File: src/rtl/multisim_chan_arb.sv
// multisim_chan_arb: round-robin merge of per-channel ingress FIFOs onto one tagged link,
// plus demux of a tagged return link into per-channel show-ahead egress FIFOs.
module multisim_chan_arb #(
  parameter int NUM_CHANNELS = 4,
  parameter int DATA_WIDTH = 64,
  parameter int FIFO_DEPTH = 4,
  localparam int IDX_W = $clog2(NUM_CHANNELS)
) (
  input  logic                               clk,
  input  logic                               rst_n,
  input  logic [NUM_CHANNELS-1:0]            in_vld,
  output logic [NUM_CHANNELS-1:0]            in_rdy,
  input  logic [NUM_CHANNELS*DATA_WIDTH-1:0] in_data,
  output logic                               out_vld,
  input  logic                               out_rdy,
  output logic [DATA_WIDTH-1:0]              out_data,
  output logic [IDX_W-1:0]                   out_chan,
  input  logic                               ret_vld,
  output logic                               ret_rdy,
  input  logic [DATA_WIDTH-1:0]              ret_data,
  input  logic [IDX_W-1:0]                   ret_chan,
  output logic [NUM_CHANNELS-1:0]            chan_vld,
  input  logic [NUM_CHANNELS-1:0]            chan_rdy,
  output logic [NUM_CHANNELS*DATA_WIDTH-1:0] chan_data,
  output logic                               bad_chan_err,
  output logic                               idle
);
  localparam int AW = $clog2(FIFO_DEPTH);
  logic rdy_en;
  logic load;
  logic gnt_vld;
  logic ret_ok;
  logic [IDX_W-1:0] last_grant;
  logic [IDX_W-1:0] gnt;
  logic [IDX_W-1:0] cand;
  logic [NUM_CHANNELS-1:0] ig_full, ig_empty, ig_push, ig_pop;
  logic [NUM_CHANNELS-1:0] eg_full, eg_empty, eg_push, eg_pop, ret_sel;
  logic [DATA_WIDTH-1:0] ig_head [NUM_CHANNELS];

  // in_rdy stays low until the first edge after reset release
  always_ff @(posedge clk or negedge rst_n)
    if (!rst_n) rdy_en <= 1'b0;
    else rdy_en <= 1'b1;

  assign in_rdy = rdy_en ? ~ig_full : '0;
  assign ig_push = in_vld & in_rdy;
  assign load = !out_vld || out_rdy;
  assign ig_pop = (load && gnt_vld) ? NUM_CHANNELS'(1) << gnt : '0;

  // descending scan so the smallest offset from last_grant wins
  always_comb begin
    gnt_vld = 1'b0;
    gnt = '0;
    cand = '0;
    for (int k = NUM_CHANNELS; k >= 1; k--) begin
      cand = IDX_W'((int'(last_grant) + k) % NUM_CHANNELS);
      gnt_vld = !ig_empty[cand] ? 1'b1 : gnt_vld;
      gnt = !ig_empty[cand] ? cand : gnt;
    end
  end

  always_ff @(posedge clk or negedge rst_n)
    if (!rst_n) begin
      out_vld <= 1'b0;
      out_data <= '0;
      out_chan <= '0;
      last_grant <= IDX_W'(NUM_CHANNELS - 1);
    end else if (load) begin
      out_vld <= gnt_vld;
      if (gnt_vld) begin
        out_data <= ig_head[gnt];
        out_chan <= gnt;
        last_grant <= gnt;
      end
    end

  assign ret_ok = |ret_sel;
  assign ret_rdy = !(|(ret_sel & eg_full));
  assign eg_push = (ret_vld && ret_rdy) ? ret_sel : '0;
  assign eg_pop = chan_vld & chan_rdy;
  assign idle = &ig_empty && &eg_empty && !out_vld;

  always_ff @(posedge clk or negedge rst_n)
    if (!rst_n) bad_chan_err <= 1'b0;
    else if (ret_vld && !ret_ok) bad_chan_err <= 1'b1;

  for (genvar i = 0; i < NUM_CHANNELS; i++) begin : g_ch
    logic [AW:0] iw, ir, ew, er;
    logic [DATA_WIDTH-1:0] im [FIFO_DEPTH];
    logic [DATA_WIDTH-1:0] em [FIFO_DEPTH];
    assign ret_sel[i] = ret_chan == IDX_W'(i);
    assign ig_empty[i] = iw == ir;
    assign ig_full[i] = (iw[AW] != ir[AW]) && (iw[AW-1:0] == ir[AW-1:0]);
    assign eg_empty[i] = ew == er;
    assign eg_full[i] = (ew[AW] != er[AW]) && (ew[AW-1:0] == er[AW-1:0]);
    assign ig_head[i] = im[ir[AW-1:0]];
    assign chan_vld[i] = !eg_empty[i];
    assign chan_data[i*DATA_WIDTH +: DATA_WIDTH] = em[er[AW-1:0]];
    always_ff @(posedge clk or negedge rst_n)
      if (!rst_n) begin
        iw <= '0;
        ir <= '0;
        ew <= '0;
        er <= '0;
      end else begin
        iw <= iw + {{AW{1'b0}}, ig_push[i]};
        ir <= ir + {{AW{1'b0}}, ig_pop[i]};
        ew <= ew + {{AW{1'b0}}, eg_push[i]};
        er <= er + {{AW{1'b0}}, eg_pop[i]};
      end
    always_ff @(posedge clk) begin
      if (ig_push[i]) im[iw[AW-1:0]] <= in_data[i*DATA_WIDTH +: DATA_WIDTH];
      if (eg_push[i]) em[ew[AW-1:0]] <= ret_data;
    end
  end
endmodule
File: config.mk
export PLATFORM = sky130hd
export DESIGN_NAME = multisim_chan_arb
export DESIGN_NICKNAME = d
export VERILOG_FILES = /design/src/rtl/multisim_chan_arb.sv
export SDC_FILE = /design/constraint.sdc
export NUM_CORES = 2
export LEC_CHECK = 0
export ABC_CLOCK_PERIOD_IN_PS = 8600
export BUFFER_PORTS_ARGS = -buffer_cell sky130_fd_sc_hd__buf_2
export CAP_MARGIN = 30
export CORE_ASPECT_RATIO = 0.75
export CORE_UTILIZATION = 25
export DETAILED_ROUTE_END_ITERATION = 8
export SYNTH_ARGS = -nofsm -noshare
export SYNTH_HDL_FRONTEND = slang
export SYNTH_SLANG_ARGS = --single-unit
File: constraint.sdc
create_clock -name clk -period 8.6 [get_ports clk]
set_input_delay 0.43 -clock clk [delete_from_list [all_inputs] [get_ports clk]]
set_output_delay 0.43 -clock clk [all_outputs]
set_load 0.005 [all_outputs]
[Word level (Yosys, flattened, before mapping)]
Memories as Yosys holds them, arrays and structs flattened.
Cells that the tools add are included.
Word-level totals
  RAM bits: 2048
  logic and storage cells: 153
  bits in registers: 119
  memories: 8
Operators by class
  $add $sub $neg: 20
  muxes and demuxes: 38
  bitwise gates (word level): 5
  eq/ne operators: 27
  reductions and logical operators: 27
  shifts and indexed selects: 1
  $lt $le $gt $ge: 5
Memory list
  g_ch[0].em: words 4, width 64, rd ports 1, clocked after Yosys merged registers in 0, write ports 1, RTL line 90  | logic [DATA_WIDTH-1:0] em [FIFO_DEPTH];
  g_ch[0].im: words 4, width 64, rd ports 1, clocked after Yosys merged registers in 0, write ports 1, RTL line 89  | logic [DATA_WIDTH-1:0] im [FIFO_DEPTH];
  g_ch[1].em: words 4, width 64, rd ports 1, clocked after Yosys merged registers in 0, write ports 1, RTL line 90
  g_ch[1].im: words 4, width 64, rd ports 1, clocked after Yosys merged registers in 0, write ports 1, RTL line 89
  g_ch[2].em: words 4, width 64, rd ports 1, clocked after Yosys merged registers in 0, write ports 1, RTL line 90
  g_ch[2].im: words 4, width 64, rd ports 1, clocked after Yosys merged registers in 0, write ports 1, RTL line 89
  2 more memories
Operators by type and width (number)
  64-bit binary-select mux with 2-bit select: 1
  64-bit two-way mux: 2
  3-bit by 1-bit adder with 3-bit output: 16
  3-bit equality test: 8
  1-bit two-way mux: 24
  2-bit equality test: 8
  1-bit logical AND: 13
  4-bit AND: 3
  2-bit by 3-bit < comparator with 1-bit output, second input constant: 4
  4-bit two-way mux: 3
  1-bit binary-select mux with 2-bit select: 4
  2-bit two-way mux: 4
  1-bit inequality test: 8
  4-bit AND reduction: 2
  4-bit OR reduction: 2
  1-bit logical NOT: 7
  2-bit by 1-bit adder with 2-bit output, second input constant: 2
  2-bit adder, second input constant: 2
  2-bit equality test, second input constant: 2
  4-bit NOT: 1
  1-bit by 2-bit << shifter with 4-bit output, first input constant: 1
  3-bit >= comparator, second input constant: 1
  2-bit NOT with 3-bit output: 1
  2-bit by 1-bit equality test with 1-bit output, second input constant: 1
  other kinds (3): 3

[Depth between registers and ports, before layout]
  word-level depth: 11
  gate-level depth with buffers: 10
  mapped depth without buffers: 8

[Worst setup path after synthesis]
No wires, ideal clock.
  path kind: register to register
  from: register g_ch[0].iw[1]
  to: memory g_ch[0].im[0][0], enable pin
  library setup time: 0.578 ns
  required time: 8.022 ns
  path slack: 2.055 ns
  stages on the path, launching flop included: 6
  arrival time: 5.967 ns
  buffers on the path: 0
  cells stage by stage: dfrtp_1 -> xor2_1 -> nor2_1 -> a21boi_0 -> and2_0 -> nor3b_1
Between the ends
  word-level cells in the longest chain between the ends: 7
Ends and longest elaborated chain
  start: declaration: RTL line 88  | logic [AW:0] iw, ir, ew, er;
  start signal: assignment: RTL line 106  | iw <= iw + {{AW{1'b0}}, ig_push[i]};
  2-bit equality test: RTL line 93  | assign ig_full[i] = (iw[AW] != ir[AW]) && (iw[AW-1:0] == ir[AW-1:0]);
  1-bit logical AND: RTL line 93
  4-bit NOT: RTL line 45  | assign in_rdy = rdy_en ? ~ig_full : '0;
  4-bit two-way mux: RTL line 45
  named net in_rdy[0]: RTL line 12  | output logic [NUM_CHANNELS-1:0] in_rdy,
  4-bit AND: RTL line 46  | assign ig_push = in_vld & in_rdy;
  1-bit two-way mux: RTL line 112  | if (ig_push[i]) im[iw[AW-1:0]] <= in_data[i*DATA_WIDTH +: DATA_WIDTH];
  1-bit two-way mux (not written as such): RTL line 112
  end: declaration: RTL line 89
The timed path passes the listed nets, and every way through them passes these cells.

[Worst setup path in the final report]
  from: register g_ch[2].ir[1]
  to: register out_data[59]
Between the ends
  word-level cells in the longest chain between the ends: 11
  elaborated cells between the ends (all ways): 23
  classes of those cells: eq/ne: 1; mux: 19; bitwise: 1; reduce/logical: 1; memory: 1
Ends and longest elaborated chain
  start: declaration: RTL line 88
  start signal: assignment: RTL line 107  | ir <= ir + {{AW{1'b0}}, ig_pop[i]};
  3-bit equality test: RTL line 92  | assign ig_empty[i] = iw == ir;
  1-bit binary-select mux with 2-bit select: RTL line 57, 58
  1-bit two-way mux (not written as such): RTL line 57, 58
  2-bit two-way mux (4 in a row): RTL line 58  | gnt = !ig_empty[cand] ? cand : gnt;
  2-bit NOT with 3-bit output (not written as such): RTL line 71  | out_data <= ig_head[gnt];
  64-bit binary-select mux with 2-bit select: RTL line 71
  64-bit two-way mux (not written as such) (2 in a row): RTL line 71
  end signal: assignment: RTL line 71
  end: declaration: RTL line 16  | output logic [DATA_WIDTH-1:0] out_data,
Parallel ways exist; a longest one is shown, timed or not. The select of a mux whose other input is x is not followed.
A chain may end at the register's enable or synchronous reset.

==> metrics.cfg <==
[run]
max_cap_viol_count=0

[synth]
synth-edff-count=2048
synth_top_area_share_pct=76.1
ys_warn_count=0
synth_area_per_cell_sq_um=23.9
synthFlopType=edfxtp_1
ys_top_cells_by_count=2048 x edfxtp_1, 513 x mux4_2, 122 x clkbuf_1
syn-cell-area_sq_um=80800
synth.ff_latch_count=2167
synth_most_common_cell=edfxtp_1
seq_area_frac_synth_pct=79.8
syn_nets=3742
ys_top_cells_by_area=edfxtp_1 76%, mux4_2 14%, dfrtp_1 3.6%, a221o_1 0.79%, mux2_1 0.64%
synth_cell_type_count=50
async_flop_share_pct=5.49
postSynthCellCount=3376
synth_top_cell_by_area=edfxtp_1

[drt]
drtAntennaViolNets=0
vias=41700
via_per_inst=4.65
drcViolationCount=0
wl_per_cell_um=26.6
drt_iter0_markers=4783
drt_wl_total_um=238000
drtPass1Iterations=6

[placed_design]
globalplace.congestion=0.828
hpwl_um=157000
io_buffer_count=667

[clock_tree]
clk_pin_slew_ns=0.06
clk_latency_ns=0.94
cts_made_buffers=216
clockBufferDepth=4
cts.sinks=2167
cts_tree=done
h-tree-depth=4
root_buffer=clkbuf_16

[worst_hold_path]
min_path_cells=3
hold_path_class=in2reg

[sta]
hold_viol=0
setup_tns_ns=0
rsz0062_at_grt=no
slew_headroom_pct=29.9
drv_slew=0
skew_ns=0.103
setup_viol=0
fmax_ghz=0.223
worstMarginPinSlew_ns=1.05
finalCritPeriodShare_pct=52.2
fin_crit_ns=4.49

[global_routing]
grt_max_degree=74
grt_usage_pct=14.2
overflow=0
grt.met3_usage_pct=3.49
grt_pass1_vias=40900
grt_use_met1_pct=19.2
busiest_layer=met2
use_met2_pct=23.1
antenna_found_initial=106
grt_pass1_wl_um=330000

[worst_setup_path]
rr_worst_depth=8
cpPeakStageDelay_ns=0.79
cp.depth=8
arrival_ns=5.21
critPathBufInv=2
criticalPathCategory=reg2reg
crit_path_frequent_cell=buf_4
crit_chain=xor2_1 -> or3_2 -> buf_4 -> nand2b_1 -> o31ai_4 -> buf_4 -> nor2_1 -> a221o_1
worstPathRequired_ns=9.33
crit_family=simple AND/OR/NAND/NOR gates
startpoint_type=flip-flop
cp-end-kind=flip-flop
worstPathMaxFanout=69
critPathSlowestCell=buf_4

[power]
p_per_area_nw_per_um2=333
ir_drop_uv=456
p_total_mw=33.4
p_leak_nw=32.7

[outcome]
status=completed

[floorplan]
die_w_um=658
rows=180
die_h_um=494
num_io_pins=668
initial_core_util_pct=25.2
coreArea_sq_um=321000
die-area_sq_um=326000

[finish]
final_nets=4866
fillerInstances=30700
syn2layout_area_growth_pct=24.1
layout-drive-gt1-share_pct=35.3

timing repair:
item / CTS / global route
endpoints found under the setup margin: 0 / 0
setup buffers: 0 / 0
endpoints found under the hold margin: 2119 / 0
gates resized for setup: 0 / 0
hold buffers: 326 / 0
cells by family (layout without fill, tap and decap cells):
logic type                 Yosys count  in the layout  share of synthesized area, %
DFF                               2167           2167                          79.8
muxes                              577            577                          15.2
AOI/OAI and AO/OA                  264            264                          2.46
buffers and inverters              182           1478                         0.861
and+or+nand+nor                    113            113                         0.749
xor gates and xnor gates            40             40                         0.434
adders and majority gates           32             32                         0.496
other                                1             26                       0.00464
worst min-delay path, delay by kind of cell:
kind / cells / cell delay (ns)
adder cells (fa/ha/maj): 1 / 0.29
AND/OR/NAND/NOR: 1 / 0.12
buffers and inverters: 1 / 0.14
state kept, by name, indices dropped and copies added (netlist names):
register	cells
out_chan	2
last_grant	2
g_ch.iw	12
g_ch.im	1024
g_ch.er	12
out_vld	1
g_ch.em	1024
bad_chan_err	1
rdy_en	1
g_ch.ew	12
out_data	64
g_ch.ir	12
layout make-up:
| cell class | count | area, sq um | share of cell area, % |
|---|---|---|---|
| Timing Repair Buffer | 1082 | 7470 | 7.45 |
| Clock inverter | 107 | 1060 | 1.06 |
| Antenna cell | 25 | 62.6 | 0.0624 |
| Sequential cell | 2167 | 64500 | 64.4 |
| Inverter | 6 | 22.5 | 0.0225 |
| Multi-Input combinational cell | 1027 | 15900 | 15.8 |
| Tap cell | 4277 | 5350 | 5.34 |
| Clock buffer | 283 | 5890 | 5.88 |
per-stage QoR:
| step | instances | area (sq um) | util (%) | worst slack [ns] | hold WS, ns |
|---|---|---|---|---|---|
| after floorplan | 3376 | 80800 | - | 2.05 | 0.134 |
| after CTS | 8946 | 100000 | 31.2 | 4.00 | 0.0462 |
| after global placement | 8219 | 89700 | 27.9 | 4.15 | 0.374 |
| after detailed placement | 8230 | 89900 | 28.0 | 4.04 | 0.370 |
| after global routing | 8961 | 100000 | 31.2 | 4.01 | 0.0847 |
| final | 8974 | 100000 | 31.2 | 4.11 | 0.125 |
path summary, 6_finish.rpt:
kind | from | endpoint | slack [ns]
worst max-delay path | g_ch[2].ir[1]$_DFF_PN0_ | out_data[59]$_DFFE_PN0N_ | 4.11
worst min-delay path | ret_chan[1] | g_ch[0].ew[0]$_DFF_PN0_ | 0.13
worst max register to register | g_ch[2].ir[1]$_DFF_PN0_ | out_data[59]$_DFFE_PN0N_ | 4.11
worst min register to register | bad_chan_err$_DFFE_PN0P_ | bad_chan_err$_DFFE_PN0P_ | 0.38
max in group asynchronous | rst_n | g_ch[0].ir[0]$_DFF_PN0_ | 6.94
min in group asynchronous | rst_n | out_data[13]$_DFFE_PN0N_ | 0.18
per-layer routing:
metal / share of wire [%] / up-vias
met4: 2.6 / 52
met1: 40 / 22400
met2: 48 / 2056
met3: 9.2 / 452
li1: - / 16800
met5: 0.13 / -
layout by cell type (no fill, tap or decap), types with 8 or more instances in the layout:
cell type / n
nor3b_2: 9
diode_2: 25
buf_2: 666
o21ai_0: 14
dfrtp_1: 101
ha_1: 32
mux4_2: 513
clkinv_2: 27
a21oi_1: 64
edfxtp_1: 2048
clkbuf_1: 48
buf_4: 77
mux2_1: 46
nor2_4: 10
clkinv_1: 43
clkbuf_16: 220
nand3_1: 13
xor2_1: 33
bufinv_16: 20
mux2_2: 18
dfrtp_4: 16
o31ai_1: 52
and3_4: 8
nor2_1: 15
nand2_1: 20
dlygate4sd3_1: 326
a221o_1: 64
o211ai_1: 52
clkbuf_8: 15
where the power goes:
| part | leakage (nW) | switching [mW] | internal (mW) |
|---|---|---|---|
| Sequential | 20.0 | 1.02 | 12.8 |
| Clock | 3.39 | 3.99 | 5.41 |
| Combinational | 9.35 | 5.82 | 4.31 |
| Total | 32.7 | 10.8 | 22.5 |
(Power assumes the default switching activity.)
